[src/rtl/adder_pkg.sv]
// Shared types and helpers for the adder datapath stages.
package adder_pkg;

  // Frame accumulator control states.
  typedef enum logic {
    ACCUM = 1'b0,
    DONE  = 1'b1
  } acc_state_e;

  // Width of one adder result {Carry, Sum}.
  localparam int SAMPLE_W = 3;

  // Widest accumulator the shared saturating add supports.
  localparam int SAT_MAX_W = 32;

  // Saturating add of two w-bit operands carried in SAT_MAX_W-bit containers.
  // Operands must already be below 2**w. The result is at most w bits wide,
  // and bit SAT_MAX_W flags that the w+1-bit sum overflowed and was clamped.
  function automatic logic [SAT_MAX_W:0] sat_add(
    input logic [SAT_MAX_W-1:0] a,
    input logic [SAT_MAX_W-1:0] b,
    input int unsigned          w
  );
    logic [SAT_MAX_W:0] raw;
    logic [SAT_MAX_W:0] ones;
    logic [SAT_MAX_W:0] hi;
    raw  = {1'b0, a} + {1'b0, b};
    ones = ((SAT_MAX_W+1)'(1) << w) - (SAT_MAX_W+1)'(1);
    // Inputs are below 2**w, so anything left above bit w-1 is the carry.
    hi   = raw >> w;
    if (hi != '0) sat_add = ones | {1'b1, {SAT_MAX_W{1'b0}}};
    else          sat_add = raw;
  endfunction

endpackage

[src/rtl/sat_adder.sv]
// Combinational ACC_W-bit saturating adder with a carry-out (saturated) flag.
module sat_adder
  import adder_pkg::*;
#(
  parameter int ACC_W = 8
) (
  input  logic [ACC_W-1:0] a,
  input  logic [ACC_W-1:0] b,
  output logic [ACC_W-1:0] sum,
  output logic             carry
);

  logic [SAT_MAX_W:0] full;

  // Widen into the shared helper, then keep the ACC_W result and the flag.
  always_comb begin
    full = sat_add(SAT_MAX_W'(a), SAT_MAX_W'(b), ACC_W);
  end

  assign sum   = full[ACC_W-1:0];
  assign carry = full[SAT_MAX_W];

endmodule

[src/rtl/adder_result_accumulator.sv]
// Sums COUNT adder results per frame into a saturating total and holds the
// total on a valid/ready port until the consumer takes it.
module adder_result_accumulator
  import adder_pkg::*;
#(
  parameter int COUNT = 4,
  parameter int ACC_W = 8
) (
  input  logic             Clk,
  input  logic             Reset,
  input  logic             In_valid,
  input  logic             Carry,
  input  logic [1:0]       Sum,
  output logic             In_ready,
  output logic [ACC_W-1:0] Total,
  output logic             Overflow,
  output logic             Out_valid,
  input  logic             Out_ready
);

  localparam int CNT_W_RAW = $clog2(COUNT + 1);
  localparam int CNT_W     = (CNT_W_RAW < 1) ? 1 : CNT_W_RAW;
  localparam logic [CNT_W-1:0] CNT_LAST = CNT_W'(COUNT - 1);

  acc_state_e       state, state_nxt;
  logic [ACC_W-1:0] acc;
  logic [ACC_W-1:0] sample;
  logic [ACC_W-1:0] add_sum;
  logic             add_carry;
  logic             ovf_sticky;
  logic [CNT_W-1:0] cnt;
  logic             accept;
  logic             last;

  assign sample = ACC_W'({Carry, Sum});
  assign accept = In_valid && In_ready;
  assign last   = (cnt == CNT_LAST);

  sat_adder #(.ACC_W(ACC_W)) u_sat_adder (
    .a     (acc),
    .b     (sample),
    .sum   (add_sum),
    .carry (add_carry)
  );

  // State register.
  always_ff @(posedge Clk) begin
    if (Reset) state <= ACCUM;
    else       state <= state_nxt;
  end

  // Next state: close the frame on the last accept, reopen on output handshake.
  always_comb begin
    state_nxt = state;
    case (state)
      ACCUM:   if (accept && last) state_nxt = DONE;
      DONE:    if (Out_ready)      state_nxt = ACCUM;
      default: state_nxt = ACCUM;
    endcase
  end

  // Handshake outputs decode from state only, so no input-to-ready path exists.
  always_comb begin
    In_ready  = 1'b0;
    Out_valid = 1'b0;
    case (state)
      ACCUM:   In_ready  = 1'b1;
      DONE:    Out_valid = 1'b1;
      default: In_ready  = 1'b1;
    endcase
  end

  // Accumulator, counter and output registers; Total/Overflow load only on frame close.
  always_ff @(posedge Clk) begin
    if (Reset) begin
      acc        <= '0;
      cnt        <= '0;
      ovf_sticky <= 1'b0;
      Total      <= '0;
      Overflow   <= 1'b0;
    end else if (accept) begin
      if (last) begin
        Total      <= add_sum;
        Overflow   <= ovf_sticky | add_carry;
        acc        <= '0;
        cnt        <= '0;
        ovf_sticky <= 1'b0;
      end else begin
        acc        <= add_sum;
        cnt        <= cnt + CNT_W'(1);
        ovf_sticky <= ovf_sticky | add_carry;
      end
    end
  end

endmodule

[config.mk]
export PLATFORM = sky130hd
export DESIGN_NAME = adder_result_accumulator
export DESIGN_NICKNAME = d
export VERILOG_FILES = /design/src/rtl/adder_pkg.sv /design/src/rtl/sat_adder.sv /design/src/rtl/adder_result_accumulator.sv
export SDC_FILE = /design/constraint.sdc
export NUM_CORES = 1
export LEC_CHECK = 0
export CAP_MARGIN = 20
export CELL_PAD_IN_SITES_DETAIL_PLACEMENT = 2
export CELL_PAD_IN_SITES_GLOBAL_PLACEMENT = 2
export CORE_MARGIN = 4
export CORE_UTILIZATION = 31
export DETAILED_ROUTE_END_ITERATION = 6
export GPL_ROUTABILITY_DRIVEN = 0
export GPL_TIMING_DRIVEN = 0
export PLACE_DENSITY = 0.82
export SLEW_MARGIN = 20
export SYNTH_ARGS = -nofsm -noshare
export SYNTH_HDL_FRONTEND = slang
export SYNTH_SLANG_ARGS = --single-unit
[constraint.sdc]
create_clock -name Clk -period 2.2 [get_ports Clk]
set_clock_uncertainty 0.15 [all_clocks]
set_input_delay 0.22 -clock Clk [delete_from_list [all_inputs] [get_ports Clk]]
set_output_delay 0.22 -clock Clk [all_outputs]
set_load 0.005 [all_outputs]
==> flow_summary_export.csv <==
group,metric,value,unit
outcome,status,"completed",
routing,via_count,1005,
synthesis,syn-mean-instance-area,9.00,sq um
synthesis,syn_inst,123,
cells_and_area,num_antenna_cells,0,
global_routing,grt-ovfl-total,0,
setup_path,crit_buf_inv,0,
sta,fmax,488,MHz
global_routing,grt_pass1_vias,1101,
global_routing,grtUsageTotal,0.154,
power_and_ir_drop,swShare,0.279,
clocking,cts_root_buffer,"clkbuf_4",
synthesis,ys.flop_type,"dfxtp_1",
setup_path,reg2reg_depth,6,
power_and_ir_drop,power.share.clock,0.265,
setup_path,cp_slowest_cell,"fa_1",
setup_path,cp-start-kind,"register",
synthesis,yosys_warnings,0,
sta,fin_ws,152,ps
run,maxCapViolations,0,
synthesis,synth_edf_count,0,
setup_path,cp_top_family,"adder cells",
min_path,min_path_cells,2,
placement,post-place-ws,-187,ps
synthesis,syn-num-nets,135,
synthesis,ys_seq_area_frac,0.398,
floorplan,rows,21,
global_routing,antenna_found_initial,0,
power_and_ir_drop,p_comb_frac,0.157,
floorplan,fp.dieW,67.8,microns
setup_path,arrival,2090,ps
floorplan,initial_core_util,0.327,
power_and_ir_drop,finalPower,722,uW
clocking,insertion_delay,310,ps
setup_path,path_depth,6,
sta,worstMarginPinSlew,671,ps
floorplan,die_h,67.8,microns
clocking,post_cts_buffers,0,
clocking,cts_hold_buf,0,
placement,dp_hpwl,2360,microns
sta,slew_headroom,0.550,
sta,finalSetupViolCount,0,
power_and_ir_drop,power.density,532,nW/um^2
sta,post-route-period-util,0.931,
routing,drt_wl_total,3160,microns
sta,rsz0062_at_grt,"no",
clocking,cts_inserted_buffers,3,
power_and_ir_drop,seq_power_share,0.578,
floorplan,core,3390,sq um
clocking,clk_pin_slew,130,ps
clocking,clock_sinks,22,
floorplan,ios,18,
cells_and_area,fillers,377,
routing,wire_per_inst,16.7,microns
floorplan,fp.dieArea,4590,sq um
cells_and_area,final_nets,157,
setup_path,path_cells,"ha_1, fa_1, a21oi_2, nand4_1, o21ai_0, a211oi_1",
setup_path,critPathMaxStageDelay,420,ps
sta,tns,0,ps
clocking,htree_levels,1,
synthesis,async_flop_share,0,
power_and_ir_drop,p_int,520,uW
power_and_ir_drop,p_leak,0.000440,uW
clocking,post_cts_resized,0,
clocking,cts.path.max_buffers,2,
power_and_ir_drop,p_sw,202,uW
sta,holdWs,342,ps
synthesis,ys_ff_latch,22,
clocking,cts_tree,"done",
routing,firstDrtPassIters,4,
sta,finalCriticalPeriod,2050,ps
global_routing,grt_max_degree,12,
placement,io_buffers,17,
setup_path,crit_type,"reg -> reg",
setup_path,cp-end-kind,"register",
cells_and_area,syn_to_final_growth,22.6,%
power_and_ir_drop,vdd_ir_drop_max,223,uV
min_path,worstHoldPathType,"reg -> reg",
global_routing,grt_pass1_wl,5260,microns
routing,drt_iter0_markers,33,
setup_path,critPathMaxFanout,5,
sta,final_max_slew_viol_count,0,
routing,via_per_inst,5.32,
synthesis,synth.distinct_cells,36,
sta,hold_viol,0,
routing,antenna_left,0,
setup_path,critPathRequiredTime,2240,ps
routing,drc,0,
cells_and_area,drive_gt1_frac,0.119,
synthesis,synthesis.area,1110,sq um
-- worst register-to-register path, stage by stage (launching register included) --
cell and delay (ps):
dfxtp_1 350, ha_1 220, fa_1 420, a21oi_2 330, nand4_1 170, o21ai_0 200, a211oi_1 100
-- state kept, by name (all words and copies together), names as in the netlist --
signal	cells
ovf_sticky	1
cnt	3
Total	8
acc	8
state	1
Overflow	1
-- metal layers --
metal,GRT usage,up-vias,part of all wire
met4,0.0810,0,0.021
met1,0.179,503,0.44
met3,0.0150,4,0.018
li1,-,485,-
met5,0,-,0
met2,0.273,13,0.52
-- cell type report --
cell class              instances  area (sq um)  area share
plain buffers                   8          38.8      0.0286
clock buffers                   3          22.5      0.0166
inverters                       2          7.51     0.00553
multi-input cells              91           621       0.457
flip-flops and latches         22           440       0.324
well taps                      46          57.6      0.0424
repair buffers                 17           170       0.125
-- final timing paths --
kind	startpoint	slack [ps]	to
max reg2reg	acc[0]	150	acc[7]
min	acc[0]	340	acc[0]
min reg2reg	acc[0]	340	acc[0]
max	acc[0]	150	acc[7]
-- layout by cell type (no fill, tap or decap), types with 2 or more instances in the layout --
cell and instances:
buf_4 2, clkbuf_4 3, o21ai_0 6, clkdlybuf4s50_1 17
xnor2_1 2, mux2i_1 2, inv_1 2, nand2_1 9
clkbuf_1 5, a311oi_1 3, a21oi_2 3, ha_1 4
nand3_1 3, nor3_1 10, nand4_1 2, nand2b_1 2
dfxtp_1 22, a31oi_1 3, o211ai_1 2, nand3b_1 4
nor2_1 13, a21oi_1 6, a22oi_1 3
-- power groups by stage --
stage | clock (uW) | combinational [uW] | sequential (uW)
floorplan | 0 | 73.7 | 424
global placement | 0 | 108 | 425
detailed placement | 0 | 113 | 426
CTS | 199 | 115 | 417
global route | 219 | 127 | 419
finish | 191 | 114 | 417
-- cells by family (layout without fill, tap and decap cells) --
| kind of cell | count (synthesis) | in the layout | synth area share |
|---|---|---|---|
| DFF | 22 | 22 | 0.398 |
| xor gates and xnor gates | 3 | 3 | 0.0237 |
| adders and majority gates | 5 | 5 | 0.0633 |
| and+or+nand+nor | 51 | 51 | 0.263 |
| muxes | 2 | 2 | 0.0181 |
| buffers and inverters | 10 | 30 | 0.0418 |
| AOI/OAI and AO/OA | 30 | 30 | 0.192 |
-- metrics by stage --
step | instances | util | area (sq um)
3_5_place_dp | 186 | 0.394 | 1340
2_1_floorplan | 123 | - | 1110
5_1_grt | 189 | 0.401 | 1360
3_3_place_gp | 186 | 0.394 | 1340
4_1_cts | 189 | 0.401 | 1360
6_report | 189 | 0.401 | 1360
-- cells in the mapped netlist (2+ instances only) --
cell type | n | share of area
a21oi_1 | 6 | 0.027
a21oi_2 | 3 | 0.024
a22oi_1 | 3 | 0.020
a311oi_1 | 3 | 0.024
a31oi_1 | 3 | 0.017
buf_4 | 2 | 0.014
clkbuf_1 | 5 | 0.017
dfxtp_1 | 22 | 0.40
ha_1 | 4 | 0.045
inv_1 | 2 | 0.0068
mux2i_1 | 2 | 0.018
nand2_1 | 9 | 0.031
nand2b_1 | 2 | 0.011
nand3_1 | 3 | 0.014
nand3b_1 | 4 | 0.027
nand4_1 | 2 | 0.011
nor2_1 | 13 | 0.044
nor3_1 | 10 | 0.045
o211ai_1 | 2 | 0.014
o21ai_0 | 6 | 0.027
xnor2_1 | 2 | 0.016
Power figures use the tool's default switching activity.
